===== src/rtl/ysyx_24100006_lsu_if.sv =====
// ysyx_24100006_lsu_if: bundles the EXU->LSU op channel, the LSU->WBU result
// channel and the LSU memory request/response bus.
// master = LSU side, slave = the surrounding pipeline / memory side.
interface ysyx_24100006_lsu_if #(
    parameter int XLEN      = 32,
    parameter int ADDR_W    = 32,
    parameter int PAYLOAD_W = 96
);
    localparam int NB = XLEN / 8;

    // EXU -> LSU
    logic                 in_valid;
    logic                 in_ready;
    logic [ADDR_W-1:0]    in_addr;
    logic [XLEN-1:0]      in_wdata;
    logic                 in_load;
    logic                 in_store;
    logic [1:0]           in_size;
    logic                 in_unsigned;
    logic [PAYLOAD_W-1:0] in_payload;

    // LSU -> WBU
    logic                 out_valid;
    logic                 out_ready;
    logic [XLEN-1:0]      out_rdata;
    logic [PAYLOAD_W-1:0] out_payload;
    logic [1:0]           out_fault;

    // memory bus
    logic                 mem_req_valid;
    logic                 mem_req_ready;
    logic                 mem_req_we;
    logic [ADDR_W-1:0]    mem_req_addr;
    logic [XLEN-1:0]      mem_req_wdata;
    logic [NB-1:0]        mem_req_wstrb;
    logic                 mem_resp_valid;
    logic [XLEN-1:0]      mem_resp_rdata;
    logic                 mem_resp_err;

    modport master (
        input  in_valid, in_addr, in_wdata, in_load, in_store, in_size,
               in_unsigned, in_payload,
        output in_ready,
        output out_valid, out_rdata, out_payload, out_fault,
        input  out_ready,
        output mem_req_valid, mem_req_we, mem_req_addr, mem_req_wdata,
               mem_req_wstrb,
        input  mem_req_ready, mem_resp_valid, mem_resp_rdata, mem_resp_err
    );

    modport slave (
        output in_valid, in_addr, in_wdata, in_load, in_store, in_size,
               in_unsigned, in_payload,
        input  in_ready,
        input  out_valid, out_rdata, out_payload, out_fault,
        output out_ready,
        input  mem_req_valid, mem_req_we, mem_req_addr, mem_req_wdata,
               mem_req_wstrb,
        output mem_req_ready, mem_resp_valid, mem_resp_rdata, mem_resp_err
    );
endinterface


===== src/rtl/ysyx_24100006_lsu.sv =====
// ysyx_24100006_lsu: handshaked load/store unit, one op in flight.
// IDLE accepts an op; legal memory ops go REQ -> WAIT -> OUT, non-memory and
// misaligned ops go straight to OUT. Sub-word stores are shifted onto the
// aligned beat with a byte strobe; loads are shifted down and extended.
// Optional macro LSU_TIMEOUT_EN adds a response watchdog (fault 3).
module ysyx_24100006_lsu #(
    parameter int XLEN        = 32,
    parameter int ADDR_W      = 32,
    parameter int PAYLOAD_W   = 96,
    parameter int TIMEOUT_CYC = 255
) (
    input logic                 clk,
    input logic                 reset,
    ysyx_24100006_lsu_if.master bus
);
    localparam int NB    = XLEN / 8;
    localparam int OFS_W = $clog2(NB);

    localparam logic [1:0] F_NONE  = 2'd0;
    localparam logic [1:0] F_ALIGN = 2'd1;
    localparam logic [1:0] F_BUS   = 2'd2;
`ifdef LSU_TIMEOUT_EN
    localparam logic [1:0] F_TMO   = 2'd3;
`endif

    // elaboration-time parameter sanity
    if (XLEN != 32 && XLEN != 64) begin : g_bad_xlen
        $error("XLEN must be 32 or 64");
    end
    if (TIMEOUT_CYC < 1) begin : g_bad_timeout
        $error("TIMEOUT_CYC must be at least 1");
    end

    typedef enum logic [1:0] {IDLE, REQ, WAIT, OUT} state_t;
    state_t state, state_nx;

    // captured op
    logic [ADDR_W-1:0]    addr_q;
    logic [XLEN-1:0]      wdata_q;
    logic [1:0]           size_q;
    logic                 uns_q;
    logic                 load_q;
    logic                 store_q;
    logic [PAYLOAD_W-1:0] payload_q;
    logic [XLEN-1:0]      rdata_q;
    logic [1:0]           fault_q;

    logic                 accept;
    logic                 in_mem;
    logic                 in_misaligned;
    logic                 resp_take;
    logic                 timeout_hit;
    logic [OFS_W-1:0]     offset;
    logic [NB-1:0]        size_mask;
    logic [XLEN-1:0]      rd_shift;
    logic [XLEN-1:0]      rd_ext;
    logic                 rd_sign;
    int                   ext_w;

    assign accept    = bus.in_valid && (state == IDLE);
    assign in_mem    = bus.in_load | bus.in_store;
    assign resp_take = (state == WAIT) && bus.mem_resp_valid;
    assign offset    = addr_q[OFS_W-1:0];

    // alignment check on the incoming op; dword is illegal on a 32-bit LSU
    always_comb begin
        in_misaligned = 1'b0;
        case (bus.in_size)
            2'd0: in_misaligned = 1'b0;
            2'd1: in_misaligned = bus.in_addr[0];
            2'd2: in_misaligned = |bus.in_addr[1:0];
            2'd3: in_misaligned = (XLEN == 32) ? 1'b1 : (|bus.in_addr[2:0]);
            default: in_misaligned = 1'b0;
        endcase
    end

`ifdef LSU_TIMEOUT_EN
    localparam int TW = $clog2(TIMEOUT_CYC + 1);
    logic [TW-1:0] tcnt;

    // watchdog: restarts on entering WAIT, counts silent WAIT cycles
    always_ff @(posedge clk or posedge reset) begin
        if (reset)
            tcnt <= '0;
        else if (state == REQ && bus.mem_req_ready)
            tcnt <= '0;
        else if (state == WAIT && !bus.mem_resp_valid)
            tcnt <= tcnt + 1'b1;
    end

    assign timeout_hit = (state == WAIT) && !bus.mem_resp_valid &&
                         (tcnt == TW'(TIMEOUT_CYC - 1));
`else
    assign timeout_hit = 1'b0;
`endif

    // state register
    always_ff @(posedge clk or posedge reset) begin
        if (reset) state <= IDLE;
        else       state <= state_nx;
    end

    // next-state logic
    always_comb begin
        state_nx = state;
        case (state)
            IDLE: if (bus.in_valid)
                      state_nx = (!in_mem || in_misaligned) ? OUT : REQ;
            REQ:  if (bus.mem_req_ready) state_nx = WAIT;
            WAIT: if (bus.mem_resp_valid || timeout_hit) state_nx = OUT;
            OUT:  if (bus.out_ready) state_nx = IDLE;
            default: state_nx = IDLE;
        endcase
    end

    // handshake outputs decoded from state
    always_comb begin
        bus.in_ready      = 1'b0;
        bus.out_valid     = 1'b0;
        bus.mem_req_valid = 1'b0;
        case (state)
            IDLE: bus.in_ready      = 1'b1;
            REQ:  bus.mem_req_valid = 1'b1;
            OUT:  bus.out_valid     = 1'b1;
            default: ;
        endcase
    end

    // byte-lane mask for the access size, before shifting to the offset
    always_comb begin
        size_mask = '0;
        for (int i = 0; i < NB; i++)
            size_mask[i] = (i < (1 << size_q));
    end

    // load path: move addressed bytes to bit 0, then sign/zero extend
    always_comb begin
        rd_shift = bus.mem_resp_rdata >> {offset, 3'b000};
        ext_w    = 8 << size_q;
        rd_sign  = 1'b0;
        case (size_q)
            2'd0: rd_sign = rd_shift[7];
            2'd1: rd_sign = rd_shift[15];
            2'd2: rd_sign = rd_shift[31];
            default: rd_sign = rd_shift[XLEN-1];
        endcase
        rd_sign = rd_sign & ~uns_q;
        rd_ext  = '0;
        for (int i = 0; i < XLEN; i++)
            rd_ext[i] = (i < ext_w) ? rd_shift[i] : rd_sign;
    end

    // op capture and result register
    always_ff @(posedge clk or posedge reset) begin
        if (reset) begin
            addr_q    <= '0;
            wdata_q   <= '0;
            size_q    <= '0;
            uns_q     <= 1'b0;
            load_q    <= 1'b0;
            store_q   <= 1'b0;
            payload_q <= '0;
            rdata_q   <= '0;
            fault_q   <= F_NONE;
        end else if (accept) begin
            addr_q    <= bus.in_addr;
            wdata_q   <= bus.in_wdata;
            size_q    <= bus.in_size;
            uns_q     <= bus.in_unsigned;
            load_q    <= bus.in_load;
            store_q   <= bus.in_store;
            payload_q <= bus.in_payload;
            rdata_q   <= '0;
            fault_q   <= (in_mem && in_misaligned) ? F_ALIGN : F_NONE;
        end else if (resp_take) begin
            if (bus.mem_resp_err) begin
                rdata_q <= '0;
                fault_q <= F_BUS;
            end else begin
                rdata_q <= load_q ? rd_ext : '0;
                fault_q <= F_NONE;
            end
        end
`ifdef LSU_TIMEOUT_EN
        else if (timeout_hit) begin
            rdata_q <= '0;
            fault_q <= F_TMO;
        end
`endif
    end

    // request fields come from captured regs, so they hold while REQ stalls;
    // a simultaneous load+store is treated as a load (read)
    assign bus.mem_req_we    = store_q & ~load_q;
    assign bus.mem_req_addr  = {addr_q[ADDR_W-1:OFS_W], {OFS_W{1'b0}}};
    assign bus.mem_req_wdata = wdata_q << {offset, 3'b000};
    assign bus.mem_req_wstrb = bus.mem_req_we ? (size_mask << offset) : '0;

    assign bus.out_rdata   = rdata_q;
    assign bus.out_payload = payload_q;
    assign bus.out_fault   = fault_q;
endmodule

===== src/flat_wrapper.sv =====
// flat-port wrapper written by rule: the top's interface ports become plain ports
module ysyx_24100006_lsu_flat 
#(
    parameter int XLEN        = 32,
    parameter int ADDR_W      = 32,
    parameter int PAYLOAD_W   = 96,
    parameter int TIMEOUT_CYC = 255
)
  (clk, reset, bus_in_valid, bus_in_addr, bus_in_wdata, bus_in_load, bus_in_store, bus_in_size, bus_in_unsigned, bus_in_payload, bus_in_ready, bus_out_valid, bus_out_rdata, bus_out_payload, bus_out_fault, bus_out_ready, bus_mem_req_valid, bus_mem_req_we, bus_mem_req_addr, bus_mem_req_wdata, bus_mem_req_wstrb, bus_mem_req_ready, bus_mem_resp_valid, bus_mem_resp_rdata, bus_mem_resp_err);
  ysyx_24100006_lsu_if #(.XLEN(XLEN), .ADDR_W(ADDR_W), .PAYLOAD_W(PAYLOAD_W)) bus_i ();
  input logic clk;
  input logic reset;
  input wire logic [$bits(bus_i.in_valid)-1:0] bus_in_valid;
  input wire logic [$bits(bus_i.in_addr)-1:0] bus_in_addr;
  input wire logic [$bits(bus_i.in_wdata)-1:0] bus_in_wdata;
  input wire logic [$bits(bus_i.in_load)-1:0] bus_in_load;
  input wire logic [$bits(bus_i.in_store)-1:0] bus_in_store;
  input wire logic [$bits(bus_i.in_size)-1:0] bus_in_size;
  input wire logic [$bits(bus_i.in_unsigned)-1:0] bus_in_unsigned;
  input wire logic [$bits(bus_i.in_payload)-1:0] bus_in_payload;
  output wire logic [$bits(bus_i.in_ready)-1:0] bus_in_ready;
  output wire logic [$bits(bus_i.out_valid)-1:0] bus_out_valid;
  output wire logic [$bits(bus_i.out_rdata)-1:0] bus_out_rdata;
  output wire logic [$bits(bus_i.out_payload)-1:0] bus_out_payload;
  output wire logic [$bits(bus_i.out_fault)-1:0] bus_out_fault;
  input wire logic [$bits(bus_i.out_ready)-1:0] bus_out_ready;
  output wire logic [$bits(bus_i.mem_req_valid)-1:0] bus_mem_req_valid;
  output wire logic [$bits(bus_i.mem_req_we)-1:0] bus_mem_req_we;
  output wire logic [$bits(bus_i.mem_req_addr)-1:0] bus_mem_req_addr;
  output wire logic [$bits(bus_i.mem_req_wdata)-1:0] bus_mem_req_wdata;
  output wire logic [$bits(bus_i.mem_req_wstrb)-1:0] bus_mem_req_wstrb;
  input wire logic [$bits(bus_i.mem_req_ready)-1:0] bus_mem_req_ready;
  input wire logic [$bits(bus_i.mem_resp_valid)-1:0] bus_mem_resp_valid;
  input wire logic [$bits(bus_i.mem_resp_rdata)-1:0] bus_mem_resp_rdata;
  input wire logic [$bits(bus_i.mem_resp_err)-1:0] bus_mem_resp_err;
  assign bus_i.in_valid = bus_in_valid;
  assign bus_i.in_addr = bus_in_addr;
  assign bus_i.in_wdata = bus_in_wdata;
  assign bus_i.in_load = bus_in_load;
  assign bus_i.in_store = bus_in_store;
  assign bus_i.in_size = bus_in_size;
  assign bus_i.in_unsigned = bus_in_unsigned;
  assign bus_i.in_payload = bus_in_payload;
  assign bus_in_ready = bus_i.in_ready;
  assign bus_out_valid = bus_i.out_valid;
  assign bus_out_rdata = bus_i.out_rdata;
  assign bus_out_payload = bus_i.out_payload;
  assign bus_out_fault = bus_i.out_fault;
  assign bus_i.out_ready = bus_out_ready;
  assign bus_mem_req_valid = bus_i.mem_req_valid;
  assign bus_mem_req_we = bus_i.mem_req_we;
  assign bus_mem_req_addr = bus_i.mem_req_addr;
  assign bus_mem_req_wdata = bus_i.mem_req_wdata;
  assign bus_mem_req_wstrb = bus_i.mem_req_wstrb;
  assign bus_i.mem_req_ready = bus_mem_req_ready;
  assign bus_i.mem_resp_valid = bus_mem_resp_valid;
  assign bus_i.mem_resp_rdata = bus_mem_resp_rdata;
  assign bus_i.mem_resp_err = bus_mem_resp_err;
  ysyx_24100006_lsu #(.XLEN(XLEN), .ADDR_W(ADDR_W), .PAYLOAD_W(PAYLOAD_W), .TIMEOUT_CYC(TIMEOUT_CYC)) u_core (.clk(clk), .reset(reset), .bus(bus_i));
endmodule

===== config.mk =====
export PLATFORM = sky130hd
export DESIGN_NAME = ysyx_24100006_lsu_flat
export DESIGN_NICKNAME = d
export VERILOG_FILES = /design/src/rtl/ysyx_24100006_lsu_if.sv /design/src/rtl/ysyx_24100006_lsu.sv /design/src/flat_wrapper.sv
export SDC_FILE = /design/constraint.sdc
export NUM_CORES = 1
export LEC_CHECK = 0
export ABC_AREA = 1
export ABC_CLOCK_PERIOD_IN_PS = 11800
export CORE_AREA = 4 4 155 157
export DETAILED_ROUTE_END_ITERATION = 12
export DIE_AREA = 0 0 159 161
export PLACE_DENSITY = 0.89
export SKIP_LAST_GASP = 1
export SYNTH_ARGS = -nofsm -noshare
export SYNTH_HDL_FRONTEND = slang
export SYNTH_SLANG_ARGS = --single-unit

===== constraint.sdc =====
create_clock -name clk -period 11.8 [get_ports clk]
set_clock_uncertainty 0.1 [all_clocks]
set_input_delay 2.36 -clock clk [delete_from_list [all_inputs] [get_ports clk]]
set_output_delay 2.36 -clock clk [all_outputs]
set_load 0.005 [all_outputs]

==> After elaboration in Yosys (flattened, before gate mapping) <==
Cells that the tools add are included.
{ "word_totals": {"regBits": 201, "inputBits": 204, "output_inout_bits": 202, "word_cells": 130} }
{ "classes": {"order_cmp": 36, "n_eq_ne": 11, "n_shift": 5, "n_mux": 52, "bitwise": 5, "reduce_logical": 11} }
{ "op_table": {"columns": ["op", "count"], "rows": [
  ["less-than comparator 6 x 32 -> 1 bit (first input constant)", 16],
  ["less-than comparator 5 x 32 -> 1 bit (first input constant)", 8],
  ["less-than comparator 3 x 32 -> 1 bit (first input constant)", 4],
  ["less-than comparator 4 x 32 -> 1 bit (first input constant)", 4],
  ["2-to-1 mux 32 bit", 4],
  ["less-than comparator 1 x 32 -> 1 bit (first input constant)", 2],
  ["less-than comparator 2 x 32 -> 1 bit (first input constant)", 2],
  ["2-to-1 mux 1 bit", 36],
  ["<< shifter 1 x 2 -> 32 bit (first input constant)", 1],
  ["<< shifter 32 x 5 -> 32 bit", 1],
  ["<< shifter 4 x 2 -> 32 bit (first input constant)", 1],
  [">> shifter 32 x 5 -> 32 bit", 1],
  ["2-to-1 mux 2 bit", 8],
  ["== test 2 bit (second input constant)", 4],
  ["!= test 2 bit (second input constant)", 4],
  ["one-hot mux 2 bit (4 select lines)", 1],
  ["== test 2 x 1 -> 1 bit (second input constant)", 3],
  ["zero test 2 bit", 3],
  ["2-to-1 mux 4 bit", 1],
  ["one-hot mux 1 bit (4 select lines)", 1],
  ["AND reduction 4 bit", 1],
  ["<< shifter 4 x 2 -> 4 bit", 1],
  ["logical AND 1 bit", 3],
  ["AND 1 bit", 2],
  ["7 further kinds", 8]
]} }

==> Logic depth before layout (Yosys ltp) <==
Gate-level depths: netlist of run 1.
{ "depth": {"ltp_word": 8, "mapped_depth": 11, "ltp_nobuf": 9} }

==> Worst setup path before layout of run 1 <==
Ideal clock, no wire load.
{ "synth_timing": {"kind": "flip-flop to output port", "startpoint": "reg u_core.addr_q[0]", "endpoint": "out bus_mem_req_wdata[24]", "arrival_ns": 1.216, "t_required_ns": 9.340, "setup_slack_ns": 8.124, "path_stages_with_launch": 8, "n_path_buf": 4, "path_cell_list": "dfrtp_1 -> buf_6 -> inv_4 -> buf_6 -> buf_4 -> buf_2 -> nand2_1 -> a22oi_1"} }
{ "synth_via": {"elab_chain_cells": 1} }
{ "synth_lines": {"columns": ["element", "line_no", "rtl"], "rows": [
  ["start, declared", "ysyx_24100006_lsu.sv:38", "logic [ADDR_W-1:0] addr_q;"],
  ["start signal, assigned", "ysyx_24100006_lsu.sv:166", "addr_q <= bus.in_addr;"],
  ["<< shifter 32 x 5 -> 32 bit", "ysyx_24100006_lsu.sv:196", "assign bus.mem_req_wdata = wdata_q << {offset, 3'b000};"],
  ["end, declared", "flat_wrapper.sv:30", "output wire logic [$bits(bus_i.mem_req_wdata)-1:0] bus_mem_req_wdata;"]
]} }
No other way between the ends.

==> Final worst setup path of run 1 <==
{ "layout_timing": {"startpoint": "reg u_core.addr_q[1]", "endpoint": "out bus_mem_req_wdata[16]"} }
The elaborated chain is that of the path after synthesis.

==> impl_metrics.toml, run 1 <==
[route]
drc = 0
vias = 9007
detail-route-antenna-nets = 0
drt_wl_total_mm = 31.29
first_iter_violations = 775
first_pass_iters = 5
wire_per_inst_um = 17.34
routed_via_density = 4.993

[logic_synthesis]
ys_seq_area_frac = 0.5487
ys_ff_latch = 201
synth_warnings = 0
synthCells = 1167
synth_edf_count = 0
ys.flop_type = "dfrtp_1"
synth_cell_types = 26
synth_top_area_share = 0.5487
synth.largest_area_cell = "dfrtp_1"
mappedNetlistArea_um2 = 9168
async_reset_ff_frac = 1.000
post_synth.cell_area_avg_um2 = 7.856
synth_area_leaders = "dfrtp_1 (55%), nand2_1 (26%), o21ai_0 (3.5%)"

[worst_setup_path]
end_kind = "output port"
path_max_fanout = 45
crit_required_ns = 9.34
path_class = "flip-flop to output port"
worstPathArrival_ns = 2.89
start_kind = "flip-flop"
rr_worst_depth = 7

[timing]
fin_crit_ns = 5.352
setup-tns-final_ns = 0
fmax_mhz = 186.8
rsz0062_at_grt = "false"
timing.final.ws_setup_ns = 6.448
setup_viol = 0
slew_viol_final = 0
worst_pin_slew_ns = 1.009
hold_viol_final = 0
relSlewSlack = 0.3229
period_share = 0.4536

[place]
gp_congestion = 0.9121
dp_hpwl_mm = 22.15
post-place-ws_ns = 6.351
port_buffers = 403

[floorplan]
num_io_pins = 406
start_util = 0.4074
num_rows = 55
dieArea_um2 = 25600
die_w_um = 159
core_um2 = 22500
dieHeight_um = 161

[cts]
cts.path.max_buffers = 3
cts.sinks = 201
h-tree-depth = 1
ctsHoldBuffers = 0
insertion_delay_ns = 0.49
post-cts-setup-buffer-count = 0
cts_tree = "built"
cts_buffers = 22
post_cts_resized = 0
path_clk_slew_ns = 0.06
root_buffer = "clkbuf_16"

[power_and_ir_drop]
p_int_mw = 2.263
p_comb_frac = 0.470
power_density_nw_per_um2 = 258.3
leakagePower_nw = 6.811
pwr-share-clk = 0.202
p_switching_mw = 1.302
power_mw = 3.565
vdd_drop_max_mv = 0.1332
power_frac_seq = 0.329
p_sw_frac = 0.3653

[hold_path]
hold_class = "flip-flop to flip-flop"
hold_path_depth = 2

[final_layout]
register_area_um2 = 5031
nets = 1713
insertedDiodeCount = 0
fillers = 1846
areaGrowthSynthToFinish_pct = 50.54
multi_input_comb_area_um2 = 3393
drive_gt1_frac = 0.03687

[global_routing]
grt_max_degree = 125
grt_pass1_vias = 9087
antenna_found_initial = 2
overflow = 0
grt_pass1_wl_mm = 48.81
grt_usage = 0.2338

[status]
status = "finished clean"

[run]
cap_violations = 0
## per-stage QoR
step	std cells	utilization	hold slack (ns)	instance area (um^2)
floorplan	1168	-	0.3492	9171
global placement	1766	0.5797	0.3611	13050
detailed placement	1766	0.5797	0.3635	13050
CTS	1804	0.6133	0.3802	13800
global route	1804	0.6133	0.3977	13800
finish	1804	0.6133	0.3736	13800
## routing by layer
layer,GRT usage,wire length [um],share of wire,up-vias
li1,-,-,-,4241
met1,0.2813,11720,0.37,4169
met2,0.3943,15280,0.49,499
met3,0.06966,2904,0.093,94
met4,0.09744,1355,0.043,4
met5,0,27,0.00086,-
## power by group through the flow
| stage | sequential [mW] | clock (mW) | combinational (mW) |
|---|---|---|---|
| after floorplan | 1.15 | 0 | 0.813 |
| after global placement | 1.16 | 0 | 1.63 |
| after detailed placement | 1.17 | 0 | 1.67 |
| after CTS | 1.17 | 0.735 | 1.68 |
| after global routing | 1.20 | 0.762 | 1.83 |
| final | 1.17 | 0.718 | 1.67 |
## path summary, 6_finish.rpt
path | start | endpoint | slack (ns)
setup / recovery | u_core.addr_q[1] | bus_mem_req_wdata[16] | 6.45
hold / removal | u_core.bus.out_payload[95] | u_core.bus.out_payload[95] | 0.37
setup reg to reg | u_core.state[1] | u_core.bus.out_payload[60] | 8.36
hold reg to reg | u_core.bus.out_payload[95] | u_core.bus.out_payload[95] | 0.37
max in group asynchronous | reset | u_core.addr_q[0] | 7.62
min in group asynchronous | reset | u_core.bus.out_payload[11] | 2.31
## area by class of cell
class                      instances  area share
tap                              285     0.02584
multi-input combinational        824      0.2459
clock inverter                    10    0.009520
inverter                          48     0.01396
timing repair buffer             408      0.2950
sequential                       201      0.3646
clock buffer                      28     0.04524
## worst max-delay path: stages (launching register included)
cell and delay, ns:
dfrtp_1 0.52, buf_4 0.31, inv_2 0.57, o21ai_0 0.23, o22ai_1 0.20, clkdlybuf4s50_1 0.56
## layout by cell type, fill, tap and decap left out, types with 2 or more instances in the layout
cell type / instances
inv_2: 3
inv_1: 40
nand2_1: 632
o211ai_1: 8
inv_4: 2
ha_1: 4
clkbuf_1: 2
o22ai_1: 9
a21oi_1: 24
buf_4: 5
clkbuf_16: 23
o21ai_0: 64
nand3_1: 17
dfrtp_1: 200
bufinv_16: 3
clkbuf_8: 3
nor2_1: 46
conb_1: 2
nand2_2: 3
clkdlybuf4s50_1: 403
clkinv_2: 5
clkinv_1: 2
a22oi_1: 8
## cell usage after synthesis, types with 5 or more instances
| cell | instances |
|---|---|
| o211ai_1 | 8 |
| clkbuf_1 | 21 |
| a21oi_1 | 24 |
| o22ai_1 | 9 |
| nor2_1 | 46 |
| buf_6 | 5 |
| nand2_1 | 632 |
| buf_4 | 36 |
| inv_1 | 41 |
| nand3_1 | 17 |
| buf_2 | 33 |
| a22oi_1 | 8 |
| dfrtp_1 | 201 |
| o21ai_0 | 64 |
## registers in the layout (all words and copies together), names as in the netlist
signal                  cells
u_core.bus.out_payload     96
u_core.addr_q              32
u_core.bus.out_rdata       32
u_core.wdata_q             32
u_core.bus.out_fault        2
u_core.size_q               2
u_core.state                2
u_core.load_q               1
u_core.store_q              1
u_core.uns_q                1
## cells by family after synthesis
kind of cell / Yosys count / share of synthesized area
other: 1 / 0.0004091
DFF: 201 / 0.5487
buffers and inverters: 143 / 0.08216
adders and majority gates: 4 / 0.005459
AOI/OAI and AO/OA: 116 / 0.07015
and+or+nand+nor: 702 / 0.2932
No activity file was read; power rests on OpenSTA's default activity.
==> inputs of run 2 (changes only) <==
ABC_CLOCK_PERIOD_IN_PS = 5240   (was 11800)
CORE_AREA = 4 4 158 160   (was 4 4 155 157)
DIE_AREA = 0 0 162 164   (was 0 0 159 161)
PLACE_DENSITY = 0.86   (was 0.89)
clock period = 5.24 ns   (was 11.8 ns; I/O delays follow)
==> run 2 against run 1 <==
Design area up 1.4%. Via count about the same. Cell count up 2.2%. First-iteration DRC count up 6.6%. Global-route usage down 1.4 points. Sequential share of layout area down 0.51 points. Register-to-register slack worse by 6.1 ns. Die area up 3.8%. Largest power group unchanged. Highest routed layer unchanged.
==> impl_metrics.toml, run 2 (synthesis gave the netlist of run 1 again) <==
[worst_setup_path]
path_class = "flip-flop to output port"
crit_chain = "inv_4, nand2_1, o32ai_1, clkdlybuf4s50_1"
crit_required_ns = 4.09
start_kind = "flip-flop"
cpPeakStageDelay_ns = 0.60
crit-reg2reg-launch = "u_core.state[0]"
worstPathArrival_ns = 2.51
path_max_fanout = 49
crit_path_start = "u_core.addr_q[0]"
critPathSlowestCell = "clkdlybuf4s50_1"
end_kind = "output port"

[floorplan]
dieHeight_um = 164
start_util = 0.3917
core_um2 = 23400
dieArea_um2 = 26570
die_w_um = 162
num_io_pins = 406
num_rows = 56

[route]
detail-route-antenna-nets = 0
routed_via_density = 4.883
drc = 0
drt_wl_total_mm = 30.62
first_iter_violations = 826
vias = 9000
wire_per_inst_um = 16.62
first_pass_iters = 5

[hold_path]
holdCritStartpoint = "u_core.bus.out_payload[10]"
hold_class = "flip-flop to flip-flop"

[cts]
insertion_delay_ns = 0.49
post_cts_resized = 0
cts.path.max_buffers = 3
cts_buffers = 22
root_buffer = "clkbuf_16"
cts_tree = "built"
post-cts-setup-buffer-count = 0
h-tree-depth = 1
path_clk_slew_ns = 0.06
ctsHoldBuffers = 0
cts.sinks = 201

[power_and_ir_drop]
power_density_nw_per_um2 = 586.5
vdd_drop_max_mv = 0.2920
leakagePower_nw = 6.883

[place]
gp_congestion = 0.9459
dp_hpwl_mm = 22.25
place_area_um2 = 13140
post-place-cells = 1804
port_buffers = 403

[final_layout]
largest_reg_flops = 96
instances_no_fill = 1843
fillers = 2006
final_cell_mix = "nand2_1 (632), clkdlybuf4s50_1 (403), dfrtp_1 (200), o21ai_0 (64), nor2_1 (46)"
post-route-util = 0.5981
insertedDiodeCount = 0
nets = 1717
layout_commonest_cell = "nand2_1"
drive_gt1_frac = 0.04068
register_area_um2 = 5031
areaGrowthSynthToFinish_pct = 52.67
multi_input_comb_area_um2 = 3393
final_area_um2 = 14000

[global_routing]
grt_pass1_vias = 9148
overflow = 0
grt_max_degree = 108
grt_usage = 0.2193
grt_pass1_wl_mm = 47.44
antenna_found_initial = 1

[timing]
fmax_mhz = 273.7
hold_slack_ns = 0.3772
setup_viol = 0
period_share = 0.6973
setup-tns-final_ns = 0
relSlewSlack = 0.3578
worst_pin_slew_ns = 0.9574
fin_crit_ns = 3.654
rsz0062_at_grt = "false"
hold_viol_final = 0
slew_viol_final = 0

[status]
status = "finished clean"

[run]
cap_violations = 0
[run 2: path summary, 6_finish.rpt]
check                                             end  slack, ns  cells after the start
setup / recovery                bus_mem_req_wdata[23]       1.59                      4
hold / removal             u_core.bus.out_payload[10]       0.38                      2
setup reg to reg              u_core.bus.out_rdata[7]       2.23                      7
hold reg to reg            u_core.bus.out_payload[10]       0.38                      2
max in group asynchronous           u_core.wdata_q[4]       3.05                      3
min in group asynchronous  u_core.bus.out_payload[93]       0.92                      2
[run 2: metrics by stage]
stage / total power [mW] / setup slack [ns]
global route: 8.741 / 1.452
detailed placement: 6.400 / 1.571
CTS: 8.267 / 1.614
floorplan: 4.426 / 1.490
global placement: 6.296 / 1.728
finish: 8.209 / 1.586
[run 2: final cells by class]
type | count | area share
clock buffer | 30 | 0.04729
timing repair buffer | 412 | 0.2948
inverter | 48 | 0.01350
clock inverter | 9 | 0.01395
tap | 319 | 0.02852
multi-input combinational | 824 | 0.2424
sequential | 201 | 0.3595
[run 2: worst max-delay path: cells and delay by family, from the launching register on]
kind / cells / cell delay (ns)
AOI/OAI and AO/OA: 1 / 0.23
buffers and inverters: 2 / 0.97
DFF: 1 / 0.44
and+or+nand+nor: 1 / 0.34
[run 2: power breakdown]
group          internal, mW  switching, mW  leakage, nW
sequential             2.22          0.420         2.55
clock                  1.18          0.632        0.424
combinational          1.89           1.87         3.91
[run 2: metal layers]
layer  vias to the layer above  global-route usage  share of wire
met3                        88             0.06349          0.096
met2                       460              0.3697           0.49
met5                         -                   0        0.00023
met4                         2             0.09112          0.043
li1                       4244                   -              -
met1                      4206              0.2648           0.37
==> inputs of run 3 (changes only) <==
ABC_CLOCK_PERIOD_IN_PS = 3070   (was 5240)
CORE_AREA = default   (was 4 4 158 160)
CORE_MARGIN = 4   (was default)
CORE_UTILIZATION = 38   (was default)
DIE_AREA = default   (was 0 0 162 164)
PLACE_DENSITY = 0.88   (was 0.86)
clock period = 3.07 ns   (was 5.24 ns; I/O delays follow)
==> run 3 against run 2 <==
Cell count rose by 0.38%. Largest power group unchanged. Utilization fell by 0.34 points. Clock power rose by 57%. Largest cell class unchanged. First-iteration DRC count fell by 12%. Wire length rose by 1.9%. Register-to-register slack got worse by 1.3 ns. Sequential power rose by 73%. Combinational power rose by 70%.
==> impl_metrics.toml, run 3 (synthesis gave the netlist of run 1 again) <==
[status]
status = "finished clean"

[worst_setup_path]
path_max_fanout = 21
worstPathArrival_ns = 2.26
critPathSlowestCell = "dfrtp_4"
end_kind = "output port"
path_delay_family = "buffers and inverters"
crit_required_ns = 2.36
cpPeakStageDelay_ns = 0.58
crit_chain = "buf_4, nand2_1, o21ai_0, a22oi_1, clkdlybuf4s50_1"
path_class = "flip-flop to output port"
start_kind = "flip-flop"
critPathBufInv = 2

[power_and_ir_drop]
p_int_mw = 8.850
power_density_nw_per_um2 = 985.0
p_comb_frac = 0.464
p_switching_mw = 4.981
p_sw_frac = 0.3601
vdd_drop_max_mv = 0.6961
leakagePower_nw = 6.877
pwr-share-clk = 0.206
power_frac_seq = 0.330

[global_routing]
grt_pass1_vias = 9111
grt_max_degree = 100
antenna_found_initial = 2
busiest_layer = "met2"
met1_usage = 0.2640
overflow = 0
grt_usage = 0.2246
met3_usage = 0.06233
use_met2 = 0.3881
grt_pass1_wl_mm = 48.16

[place]
port_buffers = 403
gp_congestion = 0.9579
post-place-cells = 1809
place_area_um2 = 13240
dp_hpwl_mm = 22.94

[floorplan]
dieArea_um2 = 26670
die_w_um = 163.3
num_io_pins = 406
dieHeight_um = 163.3
core_um2 = 23610
start_util = 0.3882
num_rows = 56

[final_layout]
drive_gt1_frac = 0.04507
final_cell_mix = "nand2_1 (632), clkdlybuf4s50_1 (403), dfrtp_1 (199), o21ai_0 (63), nor2_1 (46)"
instances_no_fill = 1850
final_area_um2 = 14040
insertedDiodeCount = 0
areaGrowthSynthToFinish_pct = 53.16
nets = 1724
largest_reg_flops = 96
layout_commonest_cell = "nand2_1"
post-route-util = 0.5946

[timing]
worst_pin_slew_ns = 0.6322
setup_viol = 0
slew_viol_final = 0
setup-tns-final_ns = 0
rsz0062_at_grt = "false"
fin_crit_ns = 2.969
period_share = 0.9671
hold_viol_final = 0
fmax_mhz = 336.8
relSlewSlack = 0.5786

[route]
routed_via_density = 4.908
detail-route-antenna-nets = 0
vias = 9080
wire_per_inst_um = 16.86
first_iter_violations = 724
drc = 0
first_pass_iters = 6
drt_wl_total_mm = 31.19

[hold_path]
hold_class = "primary input to async pin"

[cts]
cts.sinks = 201
ctsHoldBuffers = 0
h-tree-depth = 1
cts_buffers = 23
path_clk_slew_ns = 0.06
root_buffer = "clkbuf_16"
cts_tree = "built"
cts.path.max_buffers = 3
insertion_delay_ns = 0.50

[run]
cap_violations = 0
[run 3: cell types whose count changed in the layout (fill, tap and decap cells not counted), moves of 2 or more]
cell,change
buf_4,+2
clkinv_4,+2
clkinvlp_4,+4
buf_12,+4
bufinv_16,-3
clkinv_2,-2
[run 3: worst reg2reg max path: stages, from the launching register on]
cell	delay, ns
dfrtp_4	0.58
inv_4	0.20
buf_4	0.34
nand2_1	0.12
nand3_1	0.09
nand2_1	0.08
nand2_1	0.08
nand3_1	0.09
nand2_2	0.23
nand2_1	0.11
nand2_1	0.08
[run 3: per-layer routing]
layer  part of all wire  up-vias
met5            0.00067        -
met4              0.044        4
met3              0.093       95
met2               0.50      499
met1               0.36     4209
li1                   -     4273
[run 3: final cells by class]
| type | instances | area [um^2] |
|---|---|---|
| flip-flops and latches | 201 | 5035 |
| well taps | 319 | 399.1 |
| clock buffers | 30 | 651.9 |
| inverters | 48 | 188.9 |
| repair buffers | 418 | 4222 |
| clock inverters | 10 | 142.6 |
| multi-input cells | 824 | 3402 |
| fillers | 1954 | 9572 |
[run 3: power by group through the flow]
stage	combinational, mW	clock (mW)	sequential, mW
after floorplan	3.12	0	4.43
after global routing	7.04	3.04	4.70
after CTS	6.43	2.92	4.58
after global placement	6.20	0	4.56
after detailed placement	6.40	0	4.58
final	6.41	2.85	4.56
[run 3: what timing repair did]
action | CTS | global route
gates resized for setup | 2 | 1
setup buffers | 0 | 1
endpoints found under the setup margin | 12 | 26
[run 3: worst paths after layout]
kind | from | endpoint | slack, ns | cells after the start
worst min-delay path | reset | u_core.bus.out_payload[81] | 0.31 | 2
max in group asynchronous | reset | u_core.addr_q[0] | 1.72 | 3
min in group clk | u_core.bus.out_payload[79] | u_core.bus.out_payload[79] | 0.38 | 2
worst min register to register | u_core.bus.out_payload[79] | u_core.bus.out_payload[79] | 0.38 | 2
worst max-delay path | u_core.addr_q[0] | bus_mem_req_wdata[27] | 0.10 | 5
worst max register to register | u_core.addr_q[0] | u_core.bus.out_rdata[29] | 0.91 | 10
[run 3: stage by stage]
step / setup WS, ns / hold slack (ns) / total power, mW
floorplan: -0.2463 / 0.3492 / 7.554
global placement: 0.5066 / 0.3607 / 10.76
detailed placement: 0.4620 / 0.3645 / 10.97
CTS: 0.04082 / 0.3025 / 13.93
global route: 0.005052 / 0.3064 / 14.79
finish: 0.1010 / 0.3125 / 13.83
